[src/rtl/shiftreg_frontend_pkg.sv]
// Shared constants and helpers for the shift-register front end.
// Default parameter values used by the top and the input conditioner.
package shiftreg_frontend_pkg;

    localparam logic SHIFT_MSB_FIRST = 1'b0;
    localparam logic SHIFT_LSB_FIRST = 1'b1;

    localparam int DEF_WIDTH           = 8;
    localparam int DEF_SYNC_STAGES     = 2;
    localparam int DEF_DEBOUNCE_CYCLES = 16;

    function automatic int cnt_width(input int width);
        return $clog2(width + 1);
    endfunction

endpackage

[src/rtl/shiftreg_frontend_input_conditioner.sv]
// Synchroniser plus debouncer for one raw board input.
// Emits the conditioned level and registered one-cycle edge pulses.
module input_conditioner
    import shiftreg_frontend_pkg::*;
#(
    parameter int SYNC_STAGES     = DEF_SYNC_STAGES,
    parameter int DEBOUNCE_CYCLES = DEF_DEBOUNCE_CYCLES
) (
    input  logic clk,
    input  logic rst_n,
    input  logic raw_i,
    output logic level_o,
    output logic rise_o,
    output logic fall_o
);

    localparam int DB_W = (DEBOUNCE_CYCLES > 1) ? $clog2(DEBOUNCE_CYCLES) : 1;
    localparam logic [DB_W-1:0] DB_LAST = DB_W'(DEBOUNCE_CYCLES - 1);

    logic [SYNC_STAGES-1:0] sync_q;
    logic                   sync;
    logic                   level_q, level_d;
    logic [DB_W-1:0]        cnt_q, cnt_d;
    logic                   rise_q, rise_d;
    logic                   fall_q, fall_d;

    assign sync = sync_q[SYNC_STAGES-1];

    always_comb begin
        level_d = level_q;
        cnt_d   = '0;
        rise_d  = 1'b0;
        fall_d  = 1'b0;
        if (sync != level_q) begin
            if (cnt_q == DB_LAST) begin
                level_d = sync;
                rise_d  = sync;
                fall_d  = ~sync;
            end else begin
                cnt_d = cnt_q + 1'b1;
            end
        end
    end

    always_ff @(posedge clk or negedge rst_n) begin
        if (!rst_n) begin
            sync_q  <= '0;
            level_q <= 1'b0;
            cnt_q   <= '0;
            rise_q  <= 1'b0;
            fall_q  <= 1'b0;
        end else begin
            sync_q  <= {sync_q[SYNC_STAGES-2:0], raw_i};
            level_q <= level_d;
            cnt_q   <= cnt_d;
            rise_q  <= rise_d;
            fall_q  <= fall_d;
        end
    end

    assign level_o = level_q;
    assign rise_o  = rise_q;
    assign fall_o  = fall_q;

endmodule

[src/rtl/shiftreg_frontend.sv]
// Debounced button/switch front end driving a WIDTH-bit shift register.
// Define SHIFTREG_FRONTEND_FRAME_EN to build the frame counter and frame_done.
module shiftreg_frontend
    import shiftreg_frontend_pkg::*;
#(
    parameter int WIDTH           = DEF_WIDTH,
    parameter int SYNC_STAGES     = DEF_SYNC_STAGES,
    parameter int DEBOUNCE_CYCLES = DEF_DEBOUNCE_CYCLES
) (
    input  logic             clk,
    input  logic             rst_n,
    input  logic             button0,
    input  logic             switch0,
    input  logic             switch1,
    input  logic             lsb_first,
    input  logic [WIDTH-1:0] parallel_in,
    output logic [WIDTH-1:0] parallel_out,
    output logic             serial_out,
    output logic             frame_done
);

    logic btn_level, btn_rise, btn_fall;
    logic sw0_level, sw0_rise, sw0_fall;
    logic sw1_level, sw1_rise, sw1_fall;
    logic load, shift;
    logic unused_sig;

    input_conditioner #(
        .SYNC_STAGES(SYNC_STAGES), .DEBOUNCE_CYCLES(DEBOUNCE_CYCLES)
    ) u_btn0 (
        .clk(clk), .rst_n(rst_n), .raw_i(button0),
        .level_o(btn_level), .rise_o(btn_rise), .fall_o(btn_fall)
    );

    input_conditioner #(
        .SYNC_STAGES(SYNC_STAGES), .DEBOUNCE_CYCLES(DEBOUNCE_CYCLES)
    ) u_sw0 (
        .clk(clk), .rst_n(rst_n), .raw_i(switch0),
        .level_o(sw0_level), .rise_o(sw0_rise), .fall_o(sw0_fall)
    );

    input_conditioner #(
        .SYNC_STAGES(SYNC_STAGES), .DEBOUNCE_CYCLES(DEBOUNCE_CYCLES)
    ) u_sw1 (
        .clk(clk), .rst_n(rst_n), .raw_i(switch1),
        .level_o(sw1_level), .rise_o(sw1_rise), .fall_o(sw1_fall)
    );

    assign unused_sig = &{1'b0, btn_level, btn_rise, sw0_rise,
                          sw0_fall, sw1_level, sw1_fall};

    // Load has priority: a coincident shift is dropped entirely.
    assign load  = btn_fall;
    assign shift = sw1_rise & ~btn_fall;

    logic [WIDTH-1:0] sr_q, sr_d;

    always_comb begin
        sr_d = sr_q;
        unique case (1'b1)
            load:                                  sr_d = parallel_in;
            shift && (lsb_first == SHIFT_LSB_FIRST): sr_d = {sw0_level, sr_q[WIDTH-1:1]};
            shift && (lsb_first == SHIFT_MSB_FIRST): sr_d = {sr_q[WIDTH-2:0], sw0_level};
            default:                               sr_d = sr_q;
        endcase
    end

    always_ff @(posedge clk or negedge rst_n) begin
        if (!rst_n) begin
            sr_q <= '0;
        end else begin
            sr_q <= sr_d;
        end
    end

    assign parallel_out = sr_q;
    assign serial_out   = (lsb_first == SHIFT_LSB_FIRST) ? sr_q[0] : sr_q[WIDTH-1];

`ifdef SHIFTREG_FRONTEND_FRAME_EN
    localparam int CNT_W = cnt_width(WIDTH);
    localparam logic [CNT_W-1:0] CNT_LAST = CNT_W'(WIDTH - 1);

    logic [CNT_W-1:0] cnt_q, cnt_d;
    logic             frame_q, frame_d;

    always_comb begin
        cnt_d   = cnt_q;
        frame_d = 1'b0;
        if (load) begin
            cnt_d = '0;
        end else if (shift) begin
            if (cnt_q == CNT_LAST) begin
                cnt_d   = '0;
                frame_d = 1'b1;
            end else begin
                cnt_d = cnt_q + 1'b1;
            end
        end
    end

    always_ff @(posedge clk or negedge rst_n) begin
        if (!rst_n) begin
            cnt_q   <= '0;
            frame_q <= 1'b0;
        end else begin
            cnt_q   <= cnt_d;
            frame_q <= frame_d;
        end
    end

    assign frame_done = frame_q;
`else
    assign frame_done = 1'b0;
`endif

endmodule

[config.mk]
export PLATFORM = sky130hd
export DESIGN_NAME = shiftreg_frontend
export DESIGN_NICKNAME = d
export VERILOG_FILES = /design/src/rtl/shiftreg_frontend_pkg.sv /design/src/rtl/shiftreg_frontend_input_conditioner.sv /design/src/rtl/shiftreg_frontend.sv
export SDC_FILE = /design/constraint.sdc
export NUM_CORES = 1
export LEC_CHECK = 0
export CORE_UTILIZATION = 47
export CTS_CLUSTER_SIZE = 30
export DETAILED_ROUTE_END_ITERATION = 8
export PLACE_DENSITY = 0.71
export SLEW_MARGIN = 0
export SYNTH_ARGS = -nofsm -noshare
export SYNTH_HDL_FRONTEND = slang
export SYNTH_HIERARCHICAL = 1
export SYNTH_SLANG_ARGS = --single-unit
[constraint.sdc]
create_clock -name clk -period 2.46 [get_ports clk]
set_input_delay 0.492 -clock clk [delete_from_list [all_inputs] [get_ports clk]]
set_output_delay 0.492 -clock clk [all_outputs]
set_load 0.02 [all_outputs]
-- Word level (Yosys, flattened, before mapping)
Index checks and enable logic that the tools add are counted.
Widths: inputs -> output; s select.
- bits in registers: 31
- bits of input ports: 14
- output and inout bits: 10
- word-level logic and storage cells: 43
- add/subtract/negate cells: 3
- eq/ne operators: 6
- muxes and demuxes: 12
- bitwise gates (word level): 4
- reduce and logical (&&, ||, !) cells: 6
- operators by type and width (kind ; number):
    $mux 4 ; 6
    $pmux 8 s3 ; 1
    $add 4x1->4 const B ; 3
    $eq 4x4->1 const B ; 3
    $reduce_and 2->1 ; 3
    $mux 1 ; 5
    $ne 1x1->1 ; 3
    $not 1->1 ; 3
    $reduce_bool 3->1 ; 1
    $logic_and 1x1->1 ; 2
    $and 1x1->1 ; 1

-- Logic depth before layout (Yosys ltp)
Gate-level depths: netlist of the first run.
- word-level depth: 4
- gate-level depth with buffers: 4
- gate-level depth less buffers: 4

-- Hierarchy
The synthesis of the first run kept the hierarchy.
- modules (own cells, without submodules) (module ; times used ; cells an instance ; area each (µm²) ; sequential area each (µm²)):
    input_conditioner ; 3 ; 24 ; 345.3 ; 225.2
    shiftreg_frontend ; 1 ; 50 ; 525.5 ; 200.2

-- Worst setup path before layout of the first run
No wires, ideal clock.
- path kind: input port to output port
- start: input lsb_first
- end: output serial_out
- arrival time: 1.190 ns
- required time: 1.968 ns
- setup slack: 0.778 ns
- cell stages on the path: 2
- path buffers: 1
- cells stage by stage: buf_2 > o21ai_0
- word-level cells in the longest chain between the ends: 1
- RTL lines (element ; line ; text):
    from (decl) ; shiftreg_frontend.sv:15 ; input logic lsb_first,
    $mux 1 ; shiftreg_frontend.sv:77 ; assign serial_out = (lsb_first == SHIFT_LSB_FIRST) ? sr_q[0] : sr_q[WIDTH-1];
    to (decl) ; shiftreg_frontend.sv:18 ; output logic serial_out,
No other way between the ends.

-- Worst setup path after layout of the first run
Ends and elaborated chain as after synthesis.

==> results of run 1 <==
-- how the worst max path moves through the flow --
| stage | start | end | slack (ns) | depth (start not counted) |
|---|---|---|---|---|
| floorplan | lsb_first | serial_out | 0.78 | 2 |
| global placement | lsb_first | serial_out | 0.23 | 4 |
| detailed placement | lsb_first | serial_out | 0.21 | 4 |
| CTS | lsb_first | serial_out | 0.20 | 4 |
| global route | lsb_first | serial_out | 0.08 | 4 |
| finish | lsb_first | serial_out | 0.21 | 4 |
-- sequential cells by signal, indices dropped and copies added (netlist names) --
name and count:
u_sw1/level_o 1, parallel_out 8, u_btn0/fall_o 1, u_btn0/level_o 1, u_sw1/rise_o 1, u_sw0/level_o 1
u_btn0/cnt_q 4, u_sw1/cnt_q 4, u_sw0/cnt_q 4, u_sw1/sync_q 2, u_sw0/sync_q 2, u_btn0/sync_q 2
-- routing by layer --
metal | track usage [%] | vias up | routed length, µm
met5 | 0 | - | 0
met4 | 12.5 | 0 | 64
met3 | 5.44 | 6 | 138
met2 | 29.6 | 25 | 1230
met1 | 19.6 | 456 | 1010
li1 | - | 439 | -
-- cell usage in the layout (no fill, tap or decap), types with 4 or more instances in the layout --
master	n
a21oi_1	6
clkbuf_4	5
clkdlybuf4s50_1	22
dfrtp_1	31
inv_1	11
mux2i_1	8
nand2_1	9
o21ai_0	4
o221ai_2	8
xnor2_1	6
-- per-stage QoR --
| stage | cell area, µm² | instances | util, % | total power, mW | hold WS (ns) |
|---|---|---|---|---|---|
| 2_1_floorplan | 1430 | 114 | - | 0.587 | 0.196 |
| 3_3_place_gp | 1670 | 165 | 59.1 | 0.626 | 0.332 |
| 3_5_place_dp | 1670 | 165 | 59.1 | 0.631 | 0.336 |
| 4_1_cts | 1710 | 171 | 60.6 | 0.893 | 0.355 |
| 5_1_grt | 1710 | 171 | 60.6 | 0.928 | 0.365 |
| 6_report | 1710 | 171 | 60.6 | 0.876 | 0.352 |
-- power by group through the flow --
stage	clock network, mW	logic (mW)	registers, mW
after floorplan	0	0.0379	0.549
after global placement	0	0.0755	0.550
after detailed placement	0	0.0785	0.552
after CTS	0.272	0.0791	0.542
after global routing	0.298	0.0858	0.544
final	0.257	0.0772	0.542
-- area by class of cell --
| cell class | instances | area [µm²] |
|---|---|---|
| Multi-Input combinational cell | 67 | 574 |
| Tap cell | 31 | 38.8 |
| Timing Repair Buffer | 25 | 243 |
| Sequential cell | 31 | 776 |
| Fill cell | 239 | 1110 |
| Inverter | 11 | 41.3 |
| Clock buffer | 6 | 41.3 |
-- critical path, delay by kind of cell --
family,cells,cell delay (ns)
buf+inv,2,1.15
simple gates,1,0.06
compound gates,1,0.06
==> impl_metrics.env, run 1 <==
export IMPL_r2r_end="parallel_out[1]$_DFFE_PN0P_"
export IMPL_cts_buffer_depth=2
export IMPL_worst_slack_ns=0.205
export IMPL_pwr_share_clk_pct=29.3
export IMPL_clk_latency_ns=0.33
export IMPL_dpl_hpwl_um=1770
export IMPL_critPathRequiredTime_ns=1.97
export IMPL_p_int_mw=0.670
export IMPL_syn_to_final_growth_pct=19.8
export IMPL_rr_startpoint="u_btn0/fall_o$_DFF_PN0_"
export IMPL_critPathLaunchType="primary input"
export IMPL_wl_um=2440
export IMPL_end_kind="primary output"
export IMPL_design_portCount=24
export IMPL_peakVddDrop_mv=0.411
export IMPL_cts_sinks=31
export IMPL_clk_pin_slew_worst_paths_ns=0.08
export IMPL_rsz0062_at_grt="false"
export IMPL_row_count=19
export IMPL_holdPathEnd="u_sw1/sync_q[1]$_DFF_PN0_"
export IMPL_cts_root_buffer="clkbuf_4"
export IMPL_hold_start="u_sw1/sync_q[0]$_DFF_PN0_"
export IMPL_grt_overflow=0
export IMPL_worst_pin_slew_ns=0.504
export IMPL_gp_congestion=0.768
export IMPL_path_common_cell="clkdlybuf4s50_1"
export IMPL_ctsHtreeMaxLevel=2
export IMPL_worstRegToRegCells=2
export IMPL_post_route_period_util_pct=91.6
export IMPL_critPathMaxFanout=4
export IMPL_syn_area_per_cell_um2=12.6
export IMPL_crit_type="primary input to primary output"
export IMPL_yosys_warnings=6
export IMPL_netlist_area_mm2=0.00143
export IMPL_syn_inst=114
export IMPL_first_pass_iters=6
export IMPL_post_cts_buffers=0
export IMPL_grt_max_degree=32
export IMPL_avgRoutedWirePerCell_um=14.3
export IMPL_cts_resized=0
export IMPL_setup_viol=0
export IMPL_cts_hold_buf=0
export IMPL_drive_gt1_share_pct=17.9
export IMPL_r2r_setup_slack_ns=1.18
export IMPL_fmax_mhz=444
export IMPL_numCtsBuffers=5
export IMPL_grt_pass1_wl_um=4200
export IMPL_drt_iter0_markers=31
export IMPL_worst_hold_path_type="register to register"
export IMPL_fin_crit_ns=2.25
export IMPL_die_w_um=57.2
export IMPL_grt_pass1_vias=961
export IMPL_skew_ns=0.00514
export IMPL_swShare_pct=23.5
export IMPL_syn_nets=131
export IMPL_p_per_area_mw_per_mm2=511
export IMPL_cp_arrival_ns=1.76
export IMPL_max_cap_violations=0
export IMPL_coreArea_mm2=0.00283
export IMPL_whs_path_depth=0
export IMPL_diodes=0
export IMPL_slew_headroom_pct=66.4
export IMPL_vias_per_cell=5.42
export IMPL_post_place_ws_ns=0.207
export IMPL_start_util_pct=50.6
export IMPL_cpMaxStageDelayCell="clkdlybuf4s50_1"
export IMPL_grt_usage_pct=17.9
export IMPL_slew_violations=0
export IMPL_portBuffers=22
export IMPL_p_seq_share_pct=61.9
export IMPL_path_cells="clkdlybuf4s50_1 > nand2_1 > o21ai_0 > clkdlybuf4s50_1"
export IMPL_status="complete, but fails checks"
export IMPL_finalHoldViolations=0
export IMPL_failed_checks="design-rule violations"
export IMPL_combPwrFrac_pct=8.8
export IMPL_setup_tns_ns=0
export IMPL_power_switching_mw=0.206
export IMPL_nNetsFinal=158
export IMPL_p_leak_nw=0.762
export IMPL_drtAntennaViolNets=0
export IMPL_die_area_mm2=0.00327
export IMPL_antenna_found_initial=0
export IMPL_max_stage_delay_ns=0.62
export IMPL_fp_dieH_um=57.2
export IMPL_cts_tree="done"
export IMPL_drc=3
export IMPL_vias=926
Power figures use the tool's default switching activity.
==> run 2: changes to the inputs <==
--- a/config.mk
+++ b/config.mk
@@ -5,6 +5,7 @@
 export SDC_FILE = /design/constraint.sdc
 export NUM_CORES = 1
 export LEC_CHECK = 0
+export CORE_ASPECT_RATIO = 0.7
 export CORE_UTILIZATION = 47
 export CTS_CLUSTER_SIZE = 30
 export DETAILED_ROUTE_END_ITERATION = 8
==> run 2 against run 1 <==
Effect of this change:
- the run now ends clean
- non-clock buffer count decreased by 1
- global-route usage decreased by 0.87 points
- fmax increased by 0.46%
- hold slack got worse by 0.0052 ns
- critical path depth unchanged
- clock skew about the same
- power increased by 20%
- utilization increased by 1.7 points
- clock-buffer cell count increased by 2
- combinational power decreased by 1%
- final area increased by 3.4%
- critical path type unchanged
- largest cell class unchanged
- highest routed layer unchanged
==> impl_metrics.env, run 2 (same netlist as run 1, synthesis figures left out) <==
export IMPL_skew_ns=0.00560
export IMPL_final_cell_area_mm2=0.00177
export IMPL_wl_um=2420
export IMPL_cts_buffer_depth=2
export IMPL_critPathRequiredTime_ns=1.97
export IMPL_clk_pin_slew_worst_paths_ns=0.06
export IMPL_cts_root_buffer="clkbuf_8"
export IMPL_p_seq_share_pct=51.7
export IMPL_rsz0062_at_grt="false"
export IMPL_post_place_ws_ns=0.192
export IMPL_dpl_hpwl_um=1650
export IMPL_slew_violations=0
export IMPL_ctsHtreeMaxLevel=2
export IMPL_fin_crit_ns=2.24
export IMPL_setup_viol=0
export IMPL_cts_hold_buf=0
export IMPL_setup_tns_ns=0
export IMPL_vias_per_cell=5.12
export IMPL_combPwrFrac_pct=7.2
export IMPL_worst_slack_ns=0.216
export IMPL_antenna_found_initial=0
export IMPL_design_portCount=24
export IMPL_swShare_pct=21.6
export IMPL_grt_pass1_wl_um=3800
export IMPL_crit_type="primary input to primary output"
export IMPL_post_route_period_util_pct=91.2
export IMPL_gp_congestion=0.708
export IMPL_syn_to_final_growth_pct=23.8
export IMPL_drtAntennaViolNets=0
export IMPL_critPathMaxFanout=3
export IMPL_start_util_pct=50.4
export IMPL_avgRoutedWirePerCell_um=13.7
export IMPL_post_cts_buffers=0
export IMPL_worst_hold_path_type="register to register"
export IMPL_worstRegToRegCells=2
export IMPL_finalPower_mw=1.05
export IMPL_die_area_mm2=0.00327
export IMPL_max_cap_violations=0
export IMPL_drive_gt1_share_pct=18.4
export IMPL_final_common_cell="dfrtp_1"
export IMPL_nNetsFinal=157
export IMPL_portBuffers=22
export IMPL_fmax_mhz=446
export IMPL_fin_util_pct=62.3
export IMPL_fp_dieH_um=48.2
export IMPL_row_count=16
export IMPL_whs_path_depth=0
export IMPL_clk_latency_ns=0.28
export IMPL_coreArea_mm2=0.00284
export IMPL_grt_max_degree=32
export IMPL_numCtsBuffers=5
export IMPL_cp_arrival_ns=1.75
export IMPL_grt_overflow=0
export IMPL_die_w_um=68.0
export IMPL_final_cell_mix="dfrtp_1, clkdlybuf4s50_1, inv_1"
export IMPL_vias=906
export IMPL_largest_reg_flops=8
export IMPL_end_kind="primary output"
export IMPL_drt_iter0_markers=18
export IMPL_finalHoldViolations=0
export IMPL_cts_resized=0
export IMPL_grt_pass1_vias=861
export IMPL_status="finished, final reports clean"
export IMPL_diodes=0
export IMPL_cts_tree="done"
export IMPL_drc=0
export IMPL_p_per_area_mw_per_mm2=593
export IMPL_pwr_share_clk_pct=41.1
export IMPL_placedInstanceArea_mm2=0.00167
export IMPL_critPathLaunchType="primary input"
export IMPL_grt_usage_pct=17.0
export IMPL_peakVddDrop_mv=0.355
export IMPL_first_pass_iters=4
export IMPL_p_int_mw=0.824
export IMPL_cts_sinks=31
export IMPL_p_leak_nw=0.784
export IMPL_power_switching_mw=0.227
run 2: power by group through the flow:
stage                     registers, mW  logic, mW  clock network, mW
after floorplan                   0.549     0.0379                  0
after global routing              0.545     0.0862              0.468
after global placement            0.551     0.0748                  0
after detailed placement          0.552     0.0767                  0
final                             0.543     0.0761              0.432
after CTS                         0.543     0.0774              0.444
run 2: layer usage:
metal  vias to the layer above  global-route usage (%)  part of all wire [%]
li1                        441                       -                     -
met1                       436                    21.8                    48
met2                        24                    25.1                    46
met3                         5                    6.31                   5.2
met4                         0                    10.0                   1.1
met5                         -                       0                     0
run 2: critical path, cell delays in order:
cell and delay [ns]:
clkdlybuf4s50_1 0.49, nand2_1 0.05, o21ai_0 0.08, clkdlybuf4s50_1 0.63
run 2: per-stage QoR:
stage / instances / hold slack [ns]
after floorplan: 114 / 0.196
after global routing: 177 / 0.353
after detailed placement: 169 / 0.335
final: 177 / 0.346
after global placement: 169 / 0.333
after CTS: 177 / 0.348
run 2: path summary, 6_finish.rpt:
check | startpoint | endpoint | slack (ns)
max | lsb_first | serial_out | 0.22
min | u_sw1/sync_q[0]$_DFF_PN0_ | u_sw1/sync_q[1]$_DFF_PN0_ | 0.35
max reg2reg | u_btn0/fall_o$_DFF_PN0_ | parallel_out[4]$_DFFE_PN0P_ | 1.21
min reg2reg | u_sw1/sync_q[0]$_DFF_PN0_ | u_sw1/sync_q[1]$_DFF_PN0_ | 0.35
max in group asynchronous | rst_n | u_sw0/sync_q[0]$_DFF_PN0_ | 1.56
min in group asynchronous | rst_n | u_btn0/cnt_q[3]$_DFF_PN0_ | 0.61
run 2: cell type report:
| class | instances | area [µm²] |
|---|---|---|
| Clock buffer | 8 | 100 |
| Fill cell | 235 | 1070 |
| Inverter | 11 | 41.3 |
| Multi-Input combinational cell | 67 | 574 |
| Sequential cell | 31 | 776 |
| Tap cell | 36 | 45.0 |
| Timing Repair Buffer | 24 | 235 |
